==> src/rtl/mvp_pll_vco_seq.sv <==
// mvp_pll_vco_seq: break-before-make VCO channel switch sequencer (gate old, reset new, wait lock, enable).
// Define MVP_PLL_VCO_SEQ_TIMEOUT_EN to bound the lock wait by TIMEOUT_CYC cycles.
module mvp_pll_vco_seq #(
  parameter int NUM_VCO     = 3,
  parameter int SEL_W       = 2,
  parameter int OFF_CYC     = 8,
  parameter int RST_CYC     = 16,
  parameter int TIMEOUT_CYC = 1024
) (
  input  logic               clk,
  input  logic               reset_n,
  input  logic               switch_req,
  input  logic [SEL_W-1:0]   switch_sel,
  input  logic [NUM_VCO-1:0] vco_lock,
  output logic [NUM_VCO-1:0] vco_clk_en,
  output logic [NUM_VCO-1:0] vco_reset,
  output logic [SEL_W-1:0]   active_sel,
  output logic               active_vld,
  output logic               busy,
  output logic               switch_ack,
  output logic               switch_err,
  output logic               lock_lost
);

  typedef enum logic [2:0] {
    ST_IDLE = 3'd0,
    ST_GATE = 3'd1,
    ST_RST  = 3'd2,
    ST_LOCK = 3'd3,
    ST_EN   = 3'd4
  } state_t;

  localparam logic [15:0]  OFF_LOAD  = 16'(OFF_CYC - 1);
  localparam logic [15:0]  RST_LOAD  = 16'(RST_CYC - 1);
  localparam logic [15:0]  LOCK_LOAD = 16'(TIMEOUT_CYC - 1);
  localparam logic [SEL_W:0] NUM_VCO_W = (SEL_W + 1)'(NUM_VCO);

  state_t             state_r, state_s;
  logic [15:0]        cnt_r, cnt_s;
  logic               arm_r, arm_s;
  logic [SEL_W-1:0]   new_sel_r, new_sel_s;
  logic [SEL_W-1:0]   old_sel_r, old_sel_s;
  logic [NUM_VCO-1:0] clk_en_s, reset_s;
  logic [SEL_W-1:0]   act_sel_s;
  logic               act_vld_s, busy_s, ack_s, err_s, lost_s;
  logic               sel_bad_s;

  assign sel_bad_s = ({1'b0, switch_sel} >= NUM_VCO_W);

  // Next-state and next-output computation for the switch sequence
  always_comb begin
    state_s   = state_r;
    cnt_s     = (cnt_r != 16'd0) ? (cnt_r - 16'd1) : 16'd0;
    arm_s     = arm_r | ~switch_req;
    new_sel_s = new_sel_r;
    old_sel_s = old_sel_r;
    clk_en_s  = vco_clk_en;
    reset_s   = vco_reset;
    act_sel_s = active_sel;
    act_vld_s = active_vld;
    ack_s     = 1'b0;
    err_s     = switch_err;
    lost_s    = lock_lost;
    case (state_r)
      ST_IDLE: begin
        cnt_s = 16'd0;
        if (switch_req && arm_r) begin
          arm_s     = 1'b0;
          err_s     = 1'b0;
          lost_s    = 1'b0;
          new_sel_s = switch_sel;
          if (sel_bad_s) begin
            ack_s = 1'b1;
            err_s = 1'b1;
          end else if (active_vld && (switch_sel == active_sel)) begin
            ack_s = 1'b1;
          end else if (active_vld) begin
            // Break before make: gate the old channel first, reset it later
            state_s              = ST_GATE;
            cnt_s                = OFF_LOAD;
            old_sel_s            = active_sel;
            clk_en_s[active_sel] = 1'b0;
            act_vld_s            = 1'b0;
          end else begin
            state_s             = ST_RST;
            cnt_s               = RST_LOAD;
            reset_s[switch_sel] = 1'b1;
          end
        end else if (active_vld && !vco_lock[active_sel]) begin
          lost_s = 1'b1;
        end else begin
          lost_s = lock_lost;
        end
      end
      ST_GATE: begin
        if (cnt_r == 16'd0) begin
          state_s            = ST_RST;
          cnt_s              = RST_LOAD;
          reset_s[old_sel_r] = 1'b1;
          reset_s[new_sel_r] = 1'b1;
        end else begin
          state_s = ST_GATE;
        end
      end
      ST_RST: begin
        if (cnt_r == 16'd0) begin
          state_s            = ST_LOCK;
          cnt_s              = LOCK_LOAD;
          reset_s[new_sel_r] = 1'b0;
        end else begin
          state_s = ST_RST;
        end
      end
      ST_LOCK: begin
        if (vco_lock[new_sel_r]) begin
          state_s             = ST_EN;
          cnt_s               = 16'd0;
          clk_en_s[new_sel_r] = 1'b1;
          act_sel_s           = new_sel_r;
          act_vld_s           = 1'b1;
          ack_s               = 1'b1;
`ifdef MVP_PLL_VCO_SEQ_TIMEOUT_EN
        end else if (cnt_r == 16'd0) begin
          state_s            = ST_IDLE;
          reset_s[new_sel_r] = 1'b1;
          act_vld_s          = 1'b0;
          ack_s              = 1'b1;
          err_s              = 1'b1;
`endif
        end else begin
          state_s = ST_LOCK;
        end
      end
      ST_EN: begin
        state_s = ST_IDLE;
        cnt_s   = 16'd0;
      end
      default: begin
        state_s = ST_IDLE;
        cnt_s   = 16'd0;
      end
    endcase
    busy_s = (state_s != ST_IDLE);
  end

  // State, counter and registered outputs
  always_ff @(posedge clk or negedge reset_n) begin
    if (!reset_n) begin
      state_r    <= ST_IDLE;
      cnt_r      <= 16'd0;
      arm_r      <= 1'b0;
      new_sel_r  <= '0;
      old_sel_r  <= '0;
      vco_clk_en <= '0;
      vco_reset  <= '1;
      active_sel <= '0;
      active_vld <= 1'b0;
      busy       <= 1'b0;
      switch_ack <= 1'b0;
      switch_err <= 1'b0;
      lock_lost  <= 1'b0;
    end else begin
      state_r    <= state_s;
      cnt_r      <= cnt_s;
      arm_r      <= arm_s;
      new_sel_r  <= new_sel_s;
      old_sel_r  <= old_sel_s;
      vco_clk_en <= clk_en_s;
      vco_reset  <= reset_s;
      active_sel <= act_sel_s;
      active_vld <= act_vld_s;
      busy       <= busy_s;
      switch_ack <= ack_s;
      switch_err <= err_s;
      lock_lost  <= lost_s;
    end
  end

endmodule

==> config.mk <==
export PLATFORM = sky130hd
export DESIGN_NAME = mvp_pll_vco_seq
export DESIGN_NICKNAME = d
export VERILOG_FILES = /design/src/rtl/mvp_pll_vco_seq.sv
export SDC_FILE = /design/constraint.sdc
export NUM_CORES = 1
export LEC_CHECK = 0
export CAP_MARGIN = 40
export CORE_UTILIZATION = 50
export CTS_CLUSTER_SIZE = 14
export DETAILED_ROUTE_END_ITERATION = 8
export PLACE_DENSITY = 0.78
export SETUP_SLACK_MARGIN = 0.15
export SLEW_MARGIN = 20
export SYNTH_ARGS = -nofsm -noshare
export SYNTH_HDL_FRONTEND = slang
export SYNTH_SLANG_ARGS = --single-unit
==> constraint.sdc <==
create_clock -name clk -period 2.15 [get_ports clk]
set_clock_uncertainty 0.15 [all_clocks]
set_input_delay 0.43 -clock clk [delete_from_list [all_inputs] [get_ports clk]]
set_output_delay 0.43 -clock clk [all_outputs]
set_load 0.02 [all_outputs]
# Word-level counts from Yosys, hierarchy flattened

Cells that the tools add are included.

Bitwise logic cells: 12
Order comparisons: 9
Add/subtract/negate cells: 1
Reduce and logical (&&, ||, !) cells: 22
Equality and inequality tests: 12
Multiplexer cells: 57

Operators by type and width:

| cell                                                 | count |
|---|---|
| two-way mux 16 bit                                   | 4 |
| case mux 16 bit (4 select lines)                     | 1 |
| two-way mux 3 bit                                    | 15 |
| two-way mux 1 bit                                    | 20 |
| zero test 16 bit                                     | 1 |
| two-way mux 4 bit                                    | 4 |
| inequality test 2 bit (second input constant)        | 8 |
| nonzero test 16 bit                                  | 1 |
| subtractor 16 x 1 -> 16 bit (second input constant)  | 1 |
| < comparator 2 x 3 -> 1 bit (second input constant)  | 4 |
| bitwise OR 3 bit                                     | 4 |
| case mux 3 bit (4 select lines)                      | 1 |
| AND reduction 5 bit                                  | 2 |
| case mux 3 bit (3 select lines)                      | 1 |
| demux 1 bit (select 2 bit)                           | 4 |
| >= comparator 2 x 1 -> 1 bit (second input constant) | 4 |
| logical AND 1 bit                                    | 7 |
| AND reduction 7 bit                                  | 1 |
| bitwise AND 3 bit                                    | 2 |
| equality test 3 x 2 -> 1 bit (second input constant) | 2 |
| inverter 3 bit                                       | 2 |
| case mux 3 bit (2 select lines)                      | 1 |
| AND reduction 2 bit                                  | 3 |
| AND reduction 6 bit                                  | 1 |
| 12 further kinds                                     | 19 |

Output and inout port bits: 13
Word-level logic and storage cells: 126
Input port bits: 8
Register bits after elaboration: 37

# Longest topological paths before layout

Word-level depth: 11
Depth in mapped cells: 7

# Least setup slack after synthesis

OpenSTA, ideal clock, no wires.

Path kind: reg2reg
Start point: register cnt_r[0]
End point: register cnt_r[0]
Data arrival time: 1.944 ns
Setup slack: -0.072 ns
Clock period less this slack: 2.222 ns
Path buffers: 1
Cell stages (with the launch flop): 8
Cell sequence: dfrtp_1 inv_1 ha_1 or4b_1 or4_4 buf_6 a21oi_4 o21ai_1

Cells in the longest elaborated chain, start to end: 4

RTL lines:

| what                                                               | RTL line     | text |
|---|---|---|
| start, declared                                                    | 39           | `logic [15:0] cnt_r, cnt_s;` |
| start signal, assigned                                             | 164          | `cnt_r <= cnt_s;` |
| subtractor 16 x 1 -> 16 bit or nonzero test 16 bit (tied branches) | 53           | `cnt_s = (cnt_r != 16'd0) ? (cnt_r - 16'd1) : 16'd0;` |
| two-way mux 16 bit                                                 | 53           |  |
| two-way mux 16 bit (on tied branches)                              | 115, 106, 96 |  |
| case mux 16 bit (4 select lines) (*)                               | 64           | `case (state_r)` |
| named net cnt_s[0]                                                 | 39           |  |

The timed path passes the listed nets; every way through them passes the cells marked *.
A chain may end at the register's enable or synchronous reset.

# Worst setup path after layout

Start point: register cnt_r[0]
End point: register cnt_r[8]

Same word-level chain as after synthesis.

==> impl_metrics.tcl <==
set metrics [dict create \
    hold_viol_final 0 \
    die_area_sq_um 4170 \
    yosysMostFrequentCell "dfrtp_1" \
    grt_setup_unrepaired "true" \
    synthesized_netlist_net_count 217 \
    firstDrtPassIters 4 \
    first_global_vias 1721 \
    totalPowerFinal_mw 1.22 \
    crit-reg2reg-launch "cnt_r[0]" \
    synth-edff-count 0 \
    critical_path.top_delay_family "simple AND/OR/NAND/NOR gates" \
    crit_path_cell_trace "inv_2, ha_2, or3b_4, or3_4, or3_4, xor2_2, o21ai_1" \
    cts_inserted_buffers 5 \
    placed_cell_area_sq_um 2420 \
    synth_area_sq_um 1960 \
    synth_seq_area_share_pct 47.5 \
    vdd.ir_drop.worst_uv 311 \
    num_io_pins 21 \
    dp_hpwl_mm 3.19 \
    total_number_of_vias 1707 \
    ys_dominant_reg_cell "dfrtp_1" \
    met2_wirelength_mm 2.55 \
    cp_max_fo 3 \
    grt_start_max_net_pins 38 \
    drc_markers 0 \
    slowest_delay_ns 0.39 \
    detailroute.wirelength.met3_um 181 \
    area_growth_syn_to_layout_pct 33.6 \
    cts_tree "built" \
    finish.cell_count_without_fillers 315 \
    drt-met1-wl_mm 2.01 \
    count_of_synthesis_stage_warnings_from_yosys 0 \
    post_route_cells_drive_above_1_share_pct 27.0 \
    floorplan.die.height_um 64.6 \
    max_slew_headroom_pct 67.9 \
    startpoint_type "flop" \
    cts_root_buf "clkbuf_8" \
    crit_path_start "cnt_r[0]" \
    maxSlewViolCount 0 \
    row_count 22 \
    drv.max_cap_violation_count 0 \
    outcome "complete, but fails checks" \
    floorplan.initialDensity_pct 52.7 \
    globalRouteOverflowTotal 0 \
    placedCellCount 300 \
    worst_hold_slack_ns 0.0254 \
    post-synth-top-area-cell "dfrtp_1" \
    drt_wl_total_mm 4.77 \
    clk_latency_ns 0.29 \
    netlist_instances 207 \
    antenna_violating_nets_post_route 0 \
    gp_congestion 0.911 \
    grt_pass1_wl_mm 7.72 \
    async_reset_ff_share_pct 100 \
    worst_setup_slack_final_ns -0.0872 \
    finalWorstPathRequiredPeriod_ns 2.24 \
    final_net_count 276 \
    setup-violations-final 11 \
    timing.final.crit_share_pct 104 \
    violations "setup timing" \
    utilization_pct 70.4 \
    htreeDepth 2 \
    setup.reg_to_reg.worst_slack_ns -0.09 \
    top_layer "met4" \
    design_area_sq_um 2620 \
    worst_r2r_endpoint "cnt_r[8]" \
    worst-path-buf-inv 1 \
    clock-sinks 37 \
    worst_setup_hold_path_clk_slew_ns 0.07 \
    cp-end-kind "flop" \
    grt_antenna_before_repair 0 \
    synth_common_cells "34 x dfrtp_1, 29 x nor2_1, 18 x nand2_1, 13 x a21oi_1, 11 x o21ai_0" \
    yosysTopAreaCellShare_pct 43.5 \
    power-per-cell-area_nw_per_um2 466 \
    cpMostUsedCell "or3_4" \
    yosys-top-cells-area "dfrtp_1 43%, nor2_1 5.6%, dfstp_2 4.0%, nand2_1 3.5%, a21oi_1 3.3%" \
    fmax_mhz 447 \
    die_width_um 64.6 \
    timing.hold.worst.class "in2async" \
    crit_slowest_cell "dfrtp_1" \
    syn-mean-instance-area_sq_um 9.46 \
    critical_path_arrival_ns 2.31 \
    number_of_distinct_library_cells_after_synthesis 44 \
    timing.reg2reg.worst_path_depth 7 \
    avgViaCountPerCell 5.42 \
    port_buffers 20 \
    path_class "reg2reg" \
    leakagePower_nw 1.13 \
    antenna-diode-count 0 \
    drt-wirelength-per-cell_um 15.1 \
    clk_path_buf_depth 2 \
    worstMarginPinSlew_ns 0.482 \
    first_iter_violations 93 \
    critical_path_required_ns 2.22 \
    core_region_area_sq_um 3720 \
    synth.ff_latch_count 37 \
    grtUsageTotal_pct 24.6 \
]
routing by layer:
| layer | GRT usage, % | vias to the layer above |
|---|---|---|
| li1 | - | 849 |
| met4 | 6.94 | 0 |
| met2 | 43.6 | 33 |
| met3 | 6.87 | 3 |
| met5 | 0 | - |
| met1 | 28.8 | 822 |
sequential cells by signal (all words and copies together), names as in the netlist:
name and count:
busy 1, old_sel_r 2, new_sel_r 2, vco_reset 3, arm_r 1, switch_ack 1
lock_lost 1, vco_clk_en 3, active_sel 2, active_vld 1, switch_err 1, state_r 3
cnt_r 16
worst max path at each step:
stage | to | cells past startpoint
3_3_place_gp | cnt_r[2] | 7
5_1_grt | cnt_r[8] | 7
2_1_floorplan | cnt_r[0] | 7
3_5_place_dp | cnt_r[2] | 7
6_report | cnt_r[8] | 7
4_1_cts | cnt_r[2] | 6
report_power, final:
group / internal [mW] / total, mW / switching (mW)
Clock: 0.230 / 0.466 / 0.235
Combinational: 0.0251 / 0.0563 / 0.0313
Sequential: 0.697 / 0.698 / 0.000498
Total: 0.952 / 1.22 / 0.267
area by class of cell:
cell class | count | area, sq um
flip-flops and latches | 37 | 931
well taps | 48 | 60.1
clock buffers | 8 | 80.1
repair buffers | 57 | 474
fillers | 297 | 1100
multi-input cells | 158 | 1040
inverters | 7 | 26.3
through the flow:
stage	setup WS, ns	TNS, ns
2_1_floorplan	-0.0194	-0.0638
3_3_place_gp	-0.00861	-0.0167
3_5_place_dp	-0.0560	-0.254
4_1_cts	-0.0464	-0.193
5_1_grt	-0.142	-1.40
6_report	-0.0872	-0.401
cells in the final DEF (no fill, tap or decap), types with 5 or more instances in the layout:
master,netlist,routed
inv_1,7,5
nor4_1,6,6
nand2b_1,6,6
a21oi_1,13,11
nand2_1,18,18
xnor2_1,7,7
buf_4,0,36
clkdlybuf4s50_1,0,14
nor2_1,29,27
xor2_1,6,5
clkbuf_8,0,5
o21ai_1,4,7
o21ai_0,11,7
dfrtp_1,34,33
worst register-to-register path: stages, from the launching register on:
cell and delay [ns]:
dfrtp_1 0.39, inv_2 0.08, ha_2 0.18, or3b_4 0.39, or3_4 0.34, or3_4 0.35
xor2_2 0.18, o21ai_1 0.10
kinds of logic after synthesis:
family,count (synthesis),share of synthesized area [%]
and+or+nand+nor,91,25.0
AOI/OAI and AO/OA,47,15.0
DFF,37,47.5
xor gates and xnor gates,13,5.81
buffers and inverters,12,2.68
muxes,5,2.68
adders and majority gates,2,1.28
what timing repair did:
action	4_1_cts	5_1_grt
endpoints found under the setup margin	25	25
buffers inserted	4	3
pin swaps	10	5
resized for setup	15	9
cloned	0	0
hold buffers	0	0
No activity file was read; power rests on OpenSTA's default activity.
